===== src/rtl/relu1_seq_pkg.sv =====
// relu1_seq_pkg: shared types and default constants for the ReLU1 sequencer.
//   state_t          - sequencer FSM state (IDLE, RUN, FLUSH, DONE)
//   *_DEF            - default widths / element count
//   LEAKY_SHIFT      - right-shift applied to negative inputs in the leaky build
package relu1_seq_pkg;

  typedef enum logic [1:0] {
    ST_IDLE  = 2'd0,
    ST_RUN   = 2'd1,
    ST_FLUSH = 2'd2,
    ST_DONE  = 2'd3
  } state_t;

  localparam int DATA_WIDTH_DEF = 32;
  localparam int ADDR_WIDTH_DEF = 16;
  localparam int NUM_ELEMS_DEF  = 64;
  localparam int CNT_WIDTH_DEF  = 7;
  localparam int LEAKY_SHIFT    = 3;

endpackage


===== src/rtl/relu1_sequencer_if.sv =====
// relu1_mem_if: memory-side bus of the ReLU1 sequencer.
//   src_read_addr    - read address into the source (fc1 output) memory
//   src_data         - combinational read data for src_read_addr
//   dst_write_addr   - write address into the ReLU1 memory
//   dst_data_out     - activated value to write
//   dst_write_enable - write strobe, captured on the rising edge
// Modports: master = sequencer, slave = memory side.
interface relu1_mem_if
  import relu1_seq_pkg::*;
#(
  parameter int DATA_WIDTH = DATA_WIDTH_DEF,
  parameter int ADDR_WIDTH = ADDR_WIDTH_DEF
);
  logic        [ADDR_WIDTH-1:0] src_read_addr;
  logic signed [DATA_WIDTH-1:0] src_data;
  logic        [ADDR_WIDTH-1:0] dst_write_addr;
  logic signed [DATA_WIDTH-1:0] dst_data_out;
  logic                         dst_write_enable;

  modport master (
    output src_read_addr, dst_write_addr, dst_data_out, dst_write_enable,
    input  src_data
  );

  modport slave (
    input  src_read_addr, dst_write_addr, dst_data_out, dst_write_enable,
    output src_data
  );
endinterface


===== src/rtl/relu1_sequencer_act.sv =====
// relu1_act: combinational activation function.
//   i_x - signed pre-activation value
//   o_y - activated value
// Macro RELU1_LEAKY_EN: when defined, negative inputs become x >>> LEAKY_SHIFT
// (floor division by 8); otherwise negative inputs become 0.
module relu1_act
  import relu1_seq_pkg::*;
#(
  parameter int DATA_WIDTH = DATA_WIDTH_DEF
) (
  input  logic signed [DATA_WIDTH-1:0] i_x,
  output logic signed [DATA_WIDTH-1:0] o_y
);

  logic w_neg;
  assign w_neg = i_x[DATA_WIDTH-1];

`ifdef RELU1_LEAKY_EN
  // Arithmetic shift keeps the sign, so the result rounds toward -inf.
  assign o_y = w_neg ? (i_x >>> LEAKY_SHIFT) : i_x;
`else
  assign o_y = w_neg ? '0 : i_x;
`endif

endmodule


===== src/rtl/relu1_sequencer.sv =====
// relu1_sequencer: walks the source memory 0..NUM_ELEMS-1, applies the
// activation and writes each result to the ReLU1 memory one cycle later.
//   clk, reset        - clock, synchronous active-high reset
//   start             - begin a run (honoured only in IDLE)
//   busy              - state != IDLE
//   done              - one-cycle pulse after the last write
//   nonzero_count     - nonzero values written in the last/current run
//   mem (master)      - source read / destination write bus
// Macro RELU1_LEAKY_EN selects the leaky activation inside relu1_act.
module relu1_sequencer
  import relu1_seq_pkg::*;
#(
  parameter int NUM_ELEMS  = NUM_ELEMS_DEF,
  parameter int DATA_WIDTH = DATA_WIDTH_DEF,
  parameter int ADDR_WIDTH = ADDR_WIDTH_DEF,
  parameter int CNT_WIDTH  = CNT_WIDTH_DEF
) (
  input  logic                 clk,
  input  logic                 reset,
  input  logic                 start,
  output logic                 busy,
  output logic                 done,
  output logic [CNT_WIDTH-1:0] nonzero_count,
  relu1_mem_if.master          mem
);

  localparam logic [ADDR_WIDTH-1:0] LAST_ADDR = ADDR_WIDTH'(NUM_ELEMS - 1);

  state_t                       r_state, w_next;
  logic        [ADDR_WIDTH-1:0] r_rd_cnt;
  logic                         r_pipe_valid;
  logic        [ADDR_WIDTH-1:0] r_pipe_addr;
  logic signed [DATA_WIDTH-1:0] r_pipe_data;
  logic        [CNT_WIDTH-1:0]  r_nz_cnt;
  logic signed [DATA_WIDTH-1:0] w_act;
  logic        [ADDR_WIDTH-1:0] w_src_addr;
  logic                         w_last;

  assign w_last = (r_rd_cnt == LAST_ADDR);

  relu1_act #(.DATA_WIDTH(DATA_WIDTH)) u_act (
    .i_x (mem.src_data),
    .o_y (w_act)
  );

  always_ff @(posedge clk) begin
    if (reset) r_state <= ST_IDLE;
    else       r_state <= w_next;
  end

  always_comb begin
    w_next     = r_state;
    busy       = (r_state != ST_IDLE);
    done       = 1'b0;
    w_src_addr = '0;
    case (r_state)
      ST_IDLE:  if (start) w_next = ST_RUN;
      ST_RUN: begin
        w_src_addr = r_rd_cnt;
        if (w_last) w_next = ST_FLUSH;
      end
      ST_FLUSH: w_next = ST_DONE;
      ST_DONE: begin
        done   = 1'b1;
        w_next = ST_IDLE;
      end
      default:  w_next = ST_IDLE;
    endcase
  end

  // Counter, single pipeline stage and nonzero tally.
  always_ff @(posedge clk) begin
    if (reset) begin
      r_rd_cnt     <= '0;
      r_pipe_valid <= 1'b0;
      r_pipe_addr  <= '0;
      r_pipe_data  <= '0;
      r_nz_cnt     <= '0;
    end else begin
      // Count on the edge the write actually lands.
      if (r_pipe_valid && (r_pipe_data != '0)) r_nz_cnt <= r_nz_cnt + CNT_WIDTH'(1);
      case (r_state)
        ST_IDLE: begin
          if (start) begin
            r_rd_cnt <= '0;
            r_nz_cnt <= '0;
          end
        end
        ST_RUN: begin
          r_pipe_data  <= w_act;
          r_pipe_addr  <= r_rd_cnt;
          r_pipe_valid <= 1'b1;
          if (!w_last) r_rd_cnt <= r_rd_cnt + ADDR_WIDTH'(1);
        end
        ST_FLUSH: r_pipe_valid <= 1'b0;
        default: ;
      endcase
    end
  end

  assign mem.src_read_addr    = w_src_addr;
  assign mem.dst_write_enable = r_pipe_valid;
  assign mem.dst_write_addr   = r_pipe_addr;
  assign mem.dst_data_out     = r_pipe_data;
  assign nonzero_count        = r_nz_cnt;

endmodule


===== src/flat_wrapper.sv =====
// flat-port wrapper written by rule: the top's interface ports become plain ports
module relu1_sequencer_flat import relu1_seq_pkg::*;
#(
  parameter int NUM_ELEMS  = NUM_ELEMS_DEF,
  parameter int DATA_WIDTH = DATA_WIDTH_DEF,
  parameter int ADDR_WIDTH = ADDR_WIDTH_DEF,
  parameter int CNT_WIDTH  = CNT_WIDTH_DEF
)
  (clk, reset, start, busy, done, nonzero_count, mem_src_read_addr, mem_dst_write_addr, mem_dst_data_out, mem_dst_write_enable, mem_src_data);
  relu1_mem_if #(.DATA_WIDTH(DATA_WIDTH), .ADDR_WIDTH(ADDR_WIDTH)) mem_i ();
  input  logic clk;
  input  logic reset;
  input  logic start;
  output logic busy;
  output logic done;
  output logic [CNT_WIDTH-1:0] nonzero_count;
  output wire logic [$bits(mem_i.src_read_addr)-1:0] mem_src_read_addr;
  output wire logic [$bits(mem_i.dst_write_addr)-1:0] mem_dst_write_addr;
  output wire logic [$bits(mem_i.dst_data_out)-1:0] mem_dst_data_out;
  output wire logic [$bits(mem_i.dst_write_enable)-1:0] mem_dst_write_enable;
  input wire logic [$bits(mem_i.src_data)-1:0] mem_src_data;
  assign mem_src_read_addr = mem_i.src_read_addr;
  assign mem_dst_write_addr = mem_i.dst_write_addr;
  assign mem_dst_data_out = mem_i.dst_data_out;
  assign mem_dst_write_enable = mem_i.dst_write_enable;
  assign mem_i.src_data = mem_src_data;
  relu1_sequencer #(.NUM_ELEMS(NUM_ELEMS), .DATA_WIDTH(DATA_WIDTH), .ADDR_WIDTH(ADDR_WIDTH), .CNT_WIDTH(CNT_WIDTH)) u_core (.clk(clk), .reset(reset), .start(start), .busy(busy), .done(done), .nonzero_count(nonzero_count), .mem(mem_i));
endmodule

===== config.mk =====
export PLATFORM = sky130hd
export DESIGN_NAME = relu1_sequencer_flat
export DESIGN_NICKNAME = d
export VERILOG_FILES = /design/src/rtl/relu1_seq_pkg.sv /design/src/rtl/relu1_sequencer_if.sv /design/src/rtl/relu1_sequencer_act.sv /design/src/rtl/relu1_sequencer.sv /design/src/flat_wrapper.sv
export SDC_FILE = /design/constraint.sdc
export NUM_CORES = 1
export LEC_CHECK = 0
export ABC_AREA = 1
export BUFFER_PORTS_ARGS = -buffer_cell sky130_fd_sc_hd__clkbuf_2
export CAP_MARGIN = 20
export CORE_ASPECT_RATIO = 0.8
export CORE_UTILIZATION = 34
export CTS_CLUSTER_SIZE = 14
export DETAILED_ROUTE_END_ITERATION = 8
export HOLD_SLACK_MARGIN = 0.03
export SYNTH_ARGS = -nofsm -noshare
export SYNTH_HDL_FRONTEND = slang
export SYNTH_SLANG_ARGS = --single-unit
export TNS_END_PERCENT = 1

===== constraint.sdc =====
create_clock -name clk -period 3.7 [get_ports clk]
set_input_delay 0.925 -clock clk [delete_from_list [all_inputs] [get_ports clk]]
set_output_delay 0.925 -clock clk [all_outputs]
set_load 0.005 [all_outputs]

==> results.toml <==
[run_status]
outcome = "finished clean"

[sta]
setup_slack_ns = 1.16
rsz0062_at_grt = "no"
fin_worst_skew_ns = 0.0106
fin_tns_setup_ns = 0
finalHoldViolations = 0
drv_slew = 0
relSlewSlack_pct = 33.0
tightest_slew_ns = 1.00
post-route-period-util_pct = 68.6
setup_viol = 0
fin_crit_ns = 2.54
fmax_ghz = 0.394

[synth]
ys_ff_latch = 73
ys.flop_type = "dfxtp_1"
synthDominantCellAreaShare_pct = 41.0
synth_edf_count = 0
synthesis.nets = 581
syn_area_per_cell_sq_um = 6.61
yosys_warnings = 0
netlist_instances = 540
synthTopCellsByArea = "dfxtp_1, nand2_1, a21oi_1, nor2_1, inv_1"
yosysSeqAreaShare_pct = 41.0
yosysUniqueCellTypes = 29
netlist_area_sq_um = 3570
async_flop_share_pct = 0
synth_area_leader_cell = "dfxtp_1"

[clock_tree]
postCtsSetupBuffers = 0
cts_num_sinks = 73
cts_hold_buf = 0
htreeDepth = 3
tritoncts = "done"
root_buffer = "clkbuf_16"
clk_path_buf_depth = 2
numCtsBuffers = 9
clkLatencyLatePin_ns = 0.34
cts_resized = 0
clk_pin_slew_ns = 0.06

[critical_path]
path_max_fanout = 28
required_ns = 2.77
timing.critical_path.cells = "inv_1 -> ha_1 -> buf_4 -> nand2_1 -> inv_1 -> clkbuf_2"
critical-path-top-delay-family = "buffers and inverters"
cp-end-kind = "primary output"
cp.buffers_inverters = 4
cpMaxStageDelayCell = "dfxtp_1"
critPathMostFrequentCell = "inv_1"
worstPathArrival_ns = 1.61
start_kind = "register"
worstSetupPathType = "reg -> out"
worst_path_largest_cell_delay_ns = 0.34

[layout]
final_common_cell = "nand2_1"
drive_above_1_share_pct = 22.7
stdcell_area_sq_um = 4480
multiInputGateArea_sq_um = 1750
nFillCells = 1128
fin_cells = 783
diodes = 0
final_cell_mix = "nand2_1, clkbuf_2, dfxtp_1, nor2_1"
ff_latch_area_sq_um = 1460
syn2layout_area_growth_pct = 25.6
fin_nets = 679

[route]
routed_via_density = 4.59
wl_per_cell_um = 11.9
drtIter0Drc = 197
post-route-drc-count = 0
num_vias = 3592
drtPass1Iterations = 4
wl_mm = 9.32
ant_nets = 0

[place]
preCtsSetupSlack_ns = 1.44
dp_hpwl_mm = 6.72
dp.cells = 767
place_area_sq_um = 4180
routabilityCongestion = 0.811
port_buffers = 107

[floorplanning]
core_sq_um = 10200
die_width_um = 117
rows = 33
dieArea_sq_um = 10900
ios = 109
start_util_pct = 34.8
fp.dieH_um = 93.6

[global_routing]
grt_util_all_layers_pct = 17.7
grt_max_degree = 56
grt_pass1_vias = 3169
antenna_found_initial = 0
grt-ovfl-total = 0
grt_pass1_wl_mm = 14.9

[pwr]
internal_power_mw = 1.77
vdd_ir_drop_max_v = 0.000283
p_seq_share_pct = 36.4
p_clk_share_pct = 30.8
p_comb_share_pct = 32.8
p_switching_mw = 1.12
leakagePower_nw = 2.13
finalPower_mw = 2.89
p_sw_share_pct = 38.7
powerDensity_nw_per_um2 = 645

[run]
drv_cap = 0

[hold_path]
hold_path_class = "reg -> reg"
==> Yosys cell counts, types with 2 or more instances <==
cell type / n
inv_2: 2
buf_1: 6
ha_1: 6
nand3_1: 32
nor2_2: 8
buf_4: 2
nand2_1: 171
buf_2: 2
buf_6: 2
nand4_1: 7
o21ai_0: 5
nor2_1: 67
o22ai_1: 4
nand2_2: 3
inv_1: 61
a21oi_1: 61
dfxtp_1: 73
nand3_4: 2
clkbuf_1: 10
xor2_1: 3
or2_2: 3
xnor2_1: 3
==> routing by layer <==
metal  wire length, um  share of wire, %  up-vias  track usage, %
met3               593               6.4       18            5.06
met1              4540                49     1590            24.1
met5                 0                 0        -               0
li1                  -                 -     1871               -
met4               185               2.0        0            7.38
met2              4000                43      113            25.8
==> final cells by class <==
class | instances | share of cell area [%]
Multi-Input combinational cell | 381 | 39.0
Sequential cell | 73 | 32.6
Timing Repair Buffer | 110 | 12.4
Clock buffer | 10 | 5.33
Inverter | 63 | 5.27
Tap cell | 140 | 3.91
Clock inverter | 6 | 1.45
==> cells by family after synthesis <==
kind of cell,share of synthesized area [%]
AND/OR/NAND/NOR,35.3
buffers and inverters,10.1
flip-flops,41.0
AO/OA/AOI/OAI,9.96
XOR/XNOR,1.47
adder cells (fa/ha/maj),2.10
other,0.105
==> power groups by stage <==
stage	registers, mW	logic (mW)	clock network (mW)
2_1_floorplan	1.02	0.736	0
3_3_place_gp	1.06	0.949	0
3_5_place_dp	1.07	0.959	0
4_1_cts	1.05	0.964	0.912
5_1_grt	1.07	1.10	0.941
6_report	1.05	0.949	0.891
==> metrics by stage <==
stage | hold slack, ns | util, %
2_1_floorplan | 0.458 | -
4_1_cts | 0.463 | 43.8
3_3_place_gp | 0.449 | 40.8
5_1_grt | 0.477 | 43.8
3_5_place_dp | 0.454 | 40.8
6_report | 0.457 | 43.8
==> final timing paths <==
path	start	end	slack (ns)	depth (start not counted)
min reg2reg	u_core.mem.dst_write_addr[9]	u_core.mem.dst_write_addr[9]	0.46	2
min	u_core.mem.dst_write_addr[9]	u_core.mem.dst_write_addr[9]	0.46	2
max	u_core.r_state[1]	mem_src_read_addr[3]	1.16	6
max reg2reg	u_core.r_state[1]	u_core.r_rd_cnt[12]	1.45	8
==> state kept, by name (all words and copies together), names as in the netlist <==
name,count
u_core.nonzero_count,7
u_core.mem.dst_data_out,31
u_core.r_rd_cnt,16
u_core.mem.dst_write_enable,1
u_core.r_state,2
u_core.mem.dst_write_addr,16
==> tightest hold or removal path, stage by stage (launching register included) <==
cell	delay, ns
dfxtp_1	0.30
nand2_1	0.06
a21oi_1	0.05
No activity file was read; power rests on OpenSTA's default activity.
